<file path="src/rtl/cordic_quadrant_fold_if.sv">
// Sample stream into and out of the CORDIC quadrant fold stage.
// The slave modport is the fold stage itself; the master modport is the
// surrounding logic that sources input samples and sinks output samples.
interface cordic_quadrant_fold_if #(
    parameter int B = 14,
    parameter int A = 16
);
    logic         in_valid;
    logic         in_ready;
    logic [B-1:0] in_x;
    logic [B-1:0] in_y;
    logic [A-1:0] in_ang;
    logic         in_has_ang;
    logic [1:0]   in_mode;

    logic         out_valid;
    logic         out_ready;
    logic [B-1:0] out_x;
    logic [B-1:0] out_y;
    logic [A-1:0] out_ang;
    logic         out_fold;
    logic         out_sat;

    modport slave (
        input  in_valid, in_x, in_y, in_ang, in_has_ang, in_mode, out_ready,
        output in_ready, out_valid, out_x, out_y, out_ang, out_fold, out_sat
    );

    modport master (
        output in_valid, in_x, in_y, in_ang, in_has_ang, in_mode, out_ready,
        input  in_ready, out_valid, out_x, out_y, out_ang, out_fold, out_sat
    );
endinterface

</file>
<file path="src/rtl/cordic_quadrant_fold.sv">
// CORDIC quadrant pre-/post-stage: folds (x,y) into the right half-plane by
// negating both coordinates (forced or when x<0), optionally adds pi to a
// binary angle, and counts folded samples. One output register plus one
// skid register give 1-cycle latency, full throughput and a registered in_ready.
module cordic_quadrant_fold #(
    parameter int B     = 14,
    parameter int A     = 16,
    parameter int CNT_W = 16
) (
    input  logic                 clk,
    input  logic                 rst,
    cordic_quadrant_fold_if.slave bus,
    input  logic                 cnt_clr,
    output logic [CNT_W-1:0]     reflect_cnt
);
    typedef struct packed {
        logic [B-1:0] x;
        logic [B-1:0] y;
        logic [A-1:0] ang;
        logic         fold;
        logic         sat;
    } sample_t;

    localparam logic [B-1:0] MOST_NEG = {1'b1, {(B-1){1'b0}}};
    localparam logic [B-1:0] MOST_POS = {1'b0, {(B-1){1'b1}}};

    sample_t proc;
    sample_t out_r;
    sample_t skid_r;
    logic    out_valid_r;
    logic    skid_full;
    logic    fold;
    logic    sat_x;
    logic    sat_y;
    logic    accept;
    logic    consume;

    // Fold decision and saturating negation of the incoming sample
    always_comb begin
        fold  = (bus.in_mode == 2'b01) | ((bus.in_mode == 2'b10) & bus.in_x[B-1]);
        sat_x = (bus.in_x == MOST_NEG);
        sat_y = (bus.in_y == MOST_NEG);
        proc  = '{x: bus.in_x, y: bus.in_y, ang: bus.in_ang, fold: 1'b0, sat: 1'b0};
        if (fold) begin
            proc.x    = sat_x ? MOST_POS : -bus.in_x;
            proc.y    = sat_y ? MOST_POS : -bus.in_y;
            proc.fold = 1'b1;
            proc.sat  = sat_x | sat_y;
            if (bus.in_has_ang) begin
                proc.ang = {~bus.in_ang[A-1], bus.in_ang[A-2:0]};
            end
        end
    end

    assign accept  = bus.in_valid & ~skid_full;
    assign consume = out_valid_r & bus.out_ready;

    // Output/skid register pair; skid only fills while output is held
    always_ff @(posedge clk or posedge rst) begin
        if (rst) begin
            out_r       <= '0;
            skid_r      <= '0;
            out_valid_r <= 1'b0;
            skid_full   <= 1'b0;
        end else if (consume) begin
            // in_ready was low whenever skid is full, so no accept collides here
            if (skid_full) begin
                out_r     <= skid_r;
                skid_full <= 1'b0;
            end else if (accept) begin
                out_r <= proc;
            end else begin
                out_valid_r <= 1'b0;
            end
        end else if (accept) begin
            if (out_valid_r) begin
                skid_r    <= proc;
                skid_full <= 1'b1;
            end else begin
                out_r       <= proc;
                out_valid_r <= 1'b1;
            end
        end
    end

    // Saturating count of accepted folded samples; clear wins over increment
    always_ff @(posedge clk or posedge rst) begin
        if (rst) begin
            reflect_cnt <= '0;
        end else if (cnt_clr) begin
            reflect_cnt <= '0;
        end else if (accept && fold && (reflect_cnt != '1)) begin
            reflect_cnt <= reflect_cnt + CNT_W'(1);
        end
    end

    assign bus.in_ready  = ~skid_full;
    assign bus.out_valid = out_valid_r;
    assign bus.out_x     = out_r.x;
    assign bus.out_y     = out_r.y;
    assign bus.out_ang   = out_r.ang;
    assign bus.out_fold  = out_r.fold;
    assign bus.out_sat   = out_r.sat;
endmodule

</file>
<file path="src/flat_wrapper.sv">
// flat-port wrapper written by rule: the top's interface ports become plain ports
module cordic_quadrant_fold_flat 
#(
    parameter int B     = 14,
    parameter int A     = 16,
    parameter int CNT_W = 16
)
  (clk, rst, cnt_clr, reflect_cnt, bus_in_valid, bus_in_x, bus_in_y, bus_in_ang, bus_in_has_ang, bus_in_mode, bus_out_ready, bus_in_ready, bus_out_valid, bus_out_x, bus_out_y, bus_out_ang, bus_out_fold, bus_out_sat);
  cordic_quadrant_fold_if #(.B(B), .A(A)) bus_i ();
  input  logic clk;
  input  logic rst;
  input  logic cnt_clr;
  output logic [CNT_W-1:0] reflect_cnt;
  input wire logic [$bits(bus_i.in_valid)-1:0] bus_in_valid;
  input wire logic [$bits(bus_i.in_x)-1:0] bus_in_x;
  input wire logic [$bits(bus_i.in_y)-1:0] bus_in_y;
  input wire logic [$bits(bus_i.in_ang)-1:0] bus_in_ang;
  input wire logic [$bits(bus_i.in_has_ang)-1:0] bus_in_has_ang;
  input wire logic [$bits(bus_i.in_mode)-1:0] bus_in_mode;
  input wire logic [$bits(bus_i.out_ready)-1:0] bus_out_ready;
  output wire logic [$bits(bus_i.in_ready)-1:0] bus_in_ready;
  output wire logic [$bits(bus_i.out_valid)-1:0] bus_out_valid;
  output wire logic [$bits(bus_i.out_x)-1:0] bus_out_x;
  output wire logic [$bits(bus_i.out_y)-1:0] bus_out_y;
  output wire logic [$bits(bus_i.out_ang)-1:0] bus_out_ang;
  output wire logic [$bits(bus_i.out_fold)-1:0] bus_out_fold;
  output wire logic [$bits(bus_i.out_sat)-1:0] bus_out_sat;
  assign bus_i.in_valid = bus_in_valid;
  assign bus_i.in_x = bus_in_x;
  assign bus_i.in_y = bus_in_y;
  assign bus_i.in_ang = bus_in_ang;
  assign bus_i.in_has_ang = bus_in_has_ang;
  assign bus_i.in_mode = bus_in_mode;
  assign bus_i.out_ready = bus_out_ready;
  assign bus_in_ready = bus_i.in_ready;
  assign bus_out_valid = bus_i.out_valid;
  assign bus_out_x = bus_i.out_x;
  assign bus_out_y = bus_i.out_y;
  assign bus_out_ang = bus_i.out_ang;
  assign bus_out_fold = bus_i.out_fold;
  assign bus_out_sat = bus_i.out_sat;
  cordic_quadrant_fold #(.B(B), .A(A), .CNT_W(CNT_W)) u_core (.clk(clk), .rst(rst), .bus(bus_i), .cnt_clr(cnt_clr), .reflect_cnt(reflect_cnt));
endmodule
</file>
<file path="config.mk">
export PLATFORM = sky130hd
export DESIGN_NAME = cordic_quadrant_fold_flat
export DESIGN_NICKNAME = d
export VERILOG_FILES = /design/src/rtl/cordic_quadrant_fold_if.sv /design/src/rtl/cordic_quadrant_fold.sv /design/src/flat_wrapper.sv
export SDC_FILE = /design/constraint.sdc
export NUM_CORES = 1
export LEC_CHECK = 0
export CORE_ASPECT_RATIO = 0.5
export CORE_MARGIN = 8
export CORE_UTILIZATION = 55
export CTS_CLUSTER_SIZE = 30
export DETAILED_ROUTE_END_ITERATION = 10
export GPL_ROUTABILITY_DRIVEN = 0
export HOLD_SLACK_MARGIN = 0.03
export PLACE_DENSITY = 0.92
export SLEW_MARGIN = 20
export SYNTH_ARGS = -nofsm -noshare
export SYNTH_HDL_FRONTEND = slang
export SYNTH_SLANG_ARGS = --single-unit
</file>
<file path="constraint.sdc">
create_clock -name clk -period 6.1 [get_ports clk]
set_clock_uncertainty 0.1 [all_clocks]
set_input_delay 0.61 -clock clk [delete_from_list [all_inputs] [get_ports clk]]
set_output_delay 0.61 -clock clk [all_outputs]
set_load 0.02 [all_outputs]
</file>
# Yosys cells after proc, flatten, opt, wreduce, memory -nomap -nowiden
# Cells that the tools add are included.
# totals
reg_bits	110
output_inout_bits	64
mem_bits_rw	0
inputBits	52
elab_cells	60
mem_count	0
romBits	0
latch_bits	0
# classes
n_shift	0
addsub	3
multipliers	0
reduce_logical	10
order_cmp	0
n_mux	18
n_bitwise	8
n_eq_ne	8
div	0
# op_table
operator	count
$mux W46	6
$mux W16	3
$eq A14 B14 Y1 const B	2
$mux W14	2
$neg A14 Y14	2
$add A16 B1 Y16 const B	1
$ne A16 B16 Y1 const B	1
$reduce_and A3 Y1	3
$reduce_bool A2 Y1	4
$mux W1	7
$ne A2 B2 Y1 const B	3
$and A1 B1 Y1	3
$not A1 Y1	3
$eq A2 B1 Y1 const B	1
$eq A2 B2 Y1 const B	1
$logic_and A1 B1 Y1	2
$or A1 B1 Y1	2
$reduce_and A2 Y1	1

# Depth between registers and ports, before layout
# depth
depth_word	7
depth_mapped	8

# Worst setup path after synthesis
# Ideal clock, no wire load.
# synth_path
path_type	input to register
from	input bus_in_y[11]
to	register u_core.skid_r[31] (netlist bit)
required_ns	5.879
n_path_buf	1
setup_slack_ns	3.744
t_arrival_ns	2.135
path_stages	6
cell_sequence	or4_1 -> nor4_2 -> and2_1 -> buf_4 -> nor2_1 -> a22o_1
# synth_between
elab_chain_cells	3
# synth_lines
item	line	rtl
start, declared	flat_wrapper.sv:16	input wire logic [$bits(bus_i.in_y)-1:0] bus_in_y;
$neg A14 Y14 or $eq A14 B14 Y1 (tied branches)	cordic_quadrant_fold.sv:46, cordic_quadrant_fold.sv:42	
$mux W14 *	cordic_quadrant_fold.sv:46	proc.y = sat_y ? MOST_POS : -bus.in_y;
$mux W46 *	cordic_quadrant_fold.sv:44	if (fold) begin
end signal, assigned	cordic_quadrant_fold.sv:77	skid_r <= proc;
end, declared	cordic_quadrant_fold.sv:29	sample_t skid_r;
# Every way passes the cells marked *; elsewhere a longest branch is shown, timed or not.
# A chain may end at the register's enable or synchronous reset.

# Worst setup path in the final report
# layout_path
from	input bus_in_valid
to	register u_core.out_r (netlist bit u_core.bus.out_x[10])
# layout_between
elab_chain_cells	3
# layout_lines
item	line	rtl
start, declared	flat_wrapper.sv:14	input wire logic [$bits(bus_i.in_valid)-1:0] bus_in_valid;
$and A1 B1 Y1 *	cordic_quadrant_fold.sv:55	assign accept = bus.in_valid & ~skid_full;
$reduce_bool A2 Y1 (no source line)	--	
$reduce_and A3 Y1 (no source line) *	--	
end signal, assigned	cordic_quadrant_fold.sv:68	out_r <= skid_r;
end signal, assigned	cordic_quadrant_fold.sv:71	out_r <= proc;
end signal, assigned	cordic_quadrant_fold.sv:80	out_r <= proc;
end, declared	cordic_quadrant_fold.sv:28	sample_t out_r;
# Marked as above.

==> impl_metrics.py <==
metrics = {
    "run_status": {
        "status": "finished clean",
    },
    "logic_synthesis": {
        "syn_area_per_cell_um2": 8.94,
        "synth_edf_count": 0,
        "synth-seq-cells": 110,
        "async_flop_share_pct": 100,
        "synth_area_leaders": "dfrtp_1, nand2_1, nor2_1, o21ai_0, xnor2_1",
        "synth_top_area_share_pct": 51.2,
        "netlist_area_mm2": 0.00538,
        "yosysWarnings": 0,
        "yosys.area.top_type": "dfrtp_1",
        "synth_cells": 602,
        "yosysSeqAreaShare_pct": 51.2,
        "synthFlopType": "dfrtp_1",
        "syn_nets": 657,
        "synth_cell_types": 48,
    },
    "setup_path": {
        "endpoint_kind": "register",
        "cpMaxStageDelayCell": "nand2_1",
        "critical-path-top-delay-family": "simple AND/OR/NAND/NOR gates",
        "critPathMaxStageDelay_ns": 0.54,
        "critPathLaunch": "bus_in_valid",
        "worstPathCellList": "clkdlybuf4s50_1, nor2b_1, o21a_1, buf_4, nand2_1, nor2_1, a21oi_1",
        "start_kind": "input pin",
        "critPathBufInv": 2,
        "crit_type": "in -> reg",
        "crit_fanout": 45,
        "regToRegSetupSlack_ns": 3.37,
        "worstPathRequired_ns": 6.21,
        "cp.arrival_ns": 3.16,
        "regToRegStartpoint": "u_core.skid_full",
    },
    "clocking": {
        "post_cts_buffers": 0,
        "cts_tree": "built",
        "clock_latency_ns": 0.35,
        "ctsHoldBuffers": 0,
        "cts_root_buf": "clkbuf_16",
        "clockBufferDepth": 2,
        "clk_pin_slew_ns": 0.07,
        "cts-resized-gates": 0,
        "clock_sinks": 110,
        "htree_levels": 3,
        "cts_buffers": 9,
    },
    "pwr": {
        "power_leakage_nw": 2.91,
        "internal_power_w": 0.00191,
        "seq_power_share_pct": 39.2,
        "clock_power_share_pct": 19.9,
        "power_density_mw_per_mm2": 444,
        "swShare_pct": 38.1,
        "vdd_ir_drop_max_mv": 0.180,
        "power_frac_comb_pct": 40.9,
        "switchingPower_w": 0.00117,
    },
    "cells_and_area": {
        "final_common_cell": "nand2_1",
        "final_cell_mix": "nand2_1, clkdlybuf4s50_1, dfrtp_1",
        "drive_gt1_share_pct": 4.12,
        "areaGrowthSynthToFinish_pct": 28.9,
        "diodes": 0,
        "n_fill_cell": 675,
        "final_nets": 754,
    },
    "global_route": {
        "antenna_found_initial": 0,
        "grt_max_degree": 62,
        "overflow": 0,
        "grt_pass1_vias": 4848,
        "grt_usage_pct": 22.3,
        "grt_pass1_wl_mm": 24.1,
    },
    "placement": {
        "port_buffers": 115,
        "pre_cts_slack_ns": 2.80,
        "dp_hpwl_mm": 10.3,
    },
    "sta": {
        "fin_crit_ns": 3.04,
        "hold_violations": 0,
        "tightest_slew_ns": 1.01,
        "setup_violations": 0,
        "maxSlewHeadroom_pct": 32.2,
        "fin_crit_sh_pct": 49.9,
        "fin_ws_ns": 3.06,
        "rsz0062_at_grt": "no",
        "drv_slew": 0,
        "clock.fmax_mhz": 328,
        "setup_tns_ns": 0,
    },
    "worst_hold_path": {
        "holdCritStartpoint": "u_core.skid_r[2]",
        "hold_path.class": "reg -> reg",
    },
    "route": {
        "wire_per_inst_um": 17.7,
        "postRouteAntennaNets": 0,
        "drt_pass1_iterations": 5,
        "vias": 5041,
        "viasPerCell": 6.01,
        "drt_iter0_markers": 434,
        "routed_wl_mm": 14.8,
        "drc": 0,
    },
    "floorplanning": {
        "dieHeight_um": 85.9,
        "die_x_um": 156,
        "die_area_mm2": 0.0134,
        "core_mm2": 0.00948,
        "rows": 25,
        "ios": 116,
        "initial_utilization_pct": 56.8,
    },
    "flow_run": {
        "max_cap_viol_count": 0,
    },
}
## worst reg2reg max path, stage by stage (launching register included)
cell	delay, ns
dfrtp_1	0.44
nor2b_1	0.30
o21a_1	0.18
buf_4	0.38
nand2_1	0.54
nor2_1	0.51
a21oi_1	0.14
## routing by layer
metal  up-vias  track usage (%)  routed length [µm]
li1       2310                -                   -
met1      2430             25.8                5690
met2       253             38.1                7360
met3        48             6.92                1320
met4         0             9.00                 442
met5         -                0                   0
## stage by stage
stage	utilization, %	cell area, µm²	hold slack, ns	total power (W)	std cells
3_3_place_gp	69.8	6620	0.356	0.00242	823
6_report	73.2	6940	0.378	0.00308	839
5_1_grt	73.2	6940	0.402	0.00326	839
3_5_place_dp	69.8	6620	0.362	0.00247	823
2_1_floorplan	-	5380	0.340	0.00192	602
4_1_cts	73.1	6930	0.380	0.00309	839
## registers in the layout, summed over array words and instances, names as in the netlist
name	cells
u_core.bus.out_y	14
u_core.skid_full	1
u_core.skid_r	46
u_core.reflect_cnt	16
u_core.bus.out_x	14
u_core.bus.out_fold	1
u_core.bus.out_sat	1
u_core.bus.out_valid	1
u_core.bus.out_ang	16
## power groups by stage
stage	Sequential (W)	Combinational, W	Clock, W
floorplan	0.00137	0.000558	0
global placement	0.00120	0.00121	0
detailed placement	0.00122	0.00126	0
CTS	0.00120	0.00127	0.000620
global route	0.00124	0.00137	0.000650
finish	0.00121	0.00126	0.000613
## layout make-up
class | count | area, µm² | area share [%]
Clock buffer | 9 | 225 | 3.25
Clock inverter | 7 | 86.3 | 1.24
Inverter | 8 | 32.5 | 0.469
Multi-Input combinational cell | 449 | 2480 | 35.7
Sequential cell | 110 | 2750 | 39.7
Tap cell | 135 | 169 | 2.43
Timing Repair Buffer | 121 | 1200 | 17.2
## final timing paths
check / to / cells past startpoint
min in group asynchronous: u_core.bus.out_ang[1] / 2
worst max-delay path: u_core.bus.out_x[10] / 7
worst max register to register: u_core.bus.out_x[10] / 6
worst min-delay path: u_core.skid_r[2] / 2
worst min register to register: u_core.skid_r[2] / 2
max in group asynchronous: u_core.bus.out_x[2] / 3
## cell usage after synthesis (2+ instances only)
library cell    n
a211oi_1        9
a31o_2          2
o211ai_1        2
o21a_1          3
o41ai_1         3
and3_1          5
mux2i_1         2
or3_1           4
a21oi_1        29
clkbuf_1       32
o21ai_0        43
a21o_1          3
ha_1            3
o31ai_1         5
dfrtp_1       110
and2_1          2
a32oi_1         2
xor2_1         12
xnor2_1        17
nor3_1         13
o22ai_1        14
nor4_1          5
nor2_1         69
nor2b_1         3
inv_1           8
nor3b_1         2
nand2b_1        6
or4_1           3
nand3_1        13
nand3b_1        3
a22o_1          4
a31oi_1        20
nand2_1       117
a22oi_1        16
buf_1           2
nand4_1         4
## cell families after synthesis
logic type / synth area share (%)
mux: 0.372
buf+inv: 3.07
simple gates: 21.6
fa+ha+maj: 0.698
xor+xnor: 4.72
flops: 51.2
compound gates: 18.4
(Power assumes the default switching activity.)
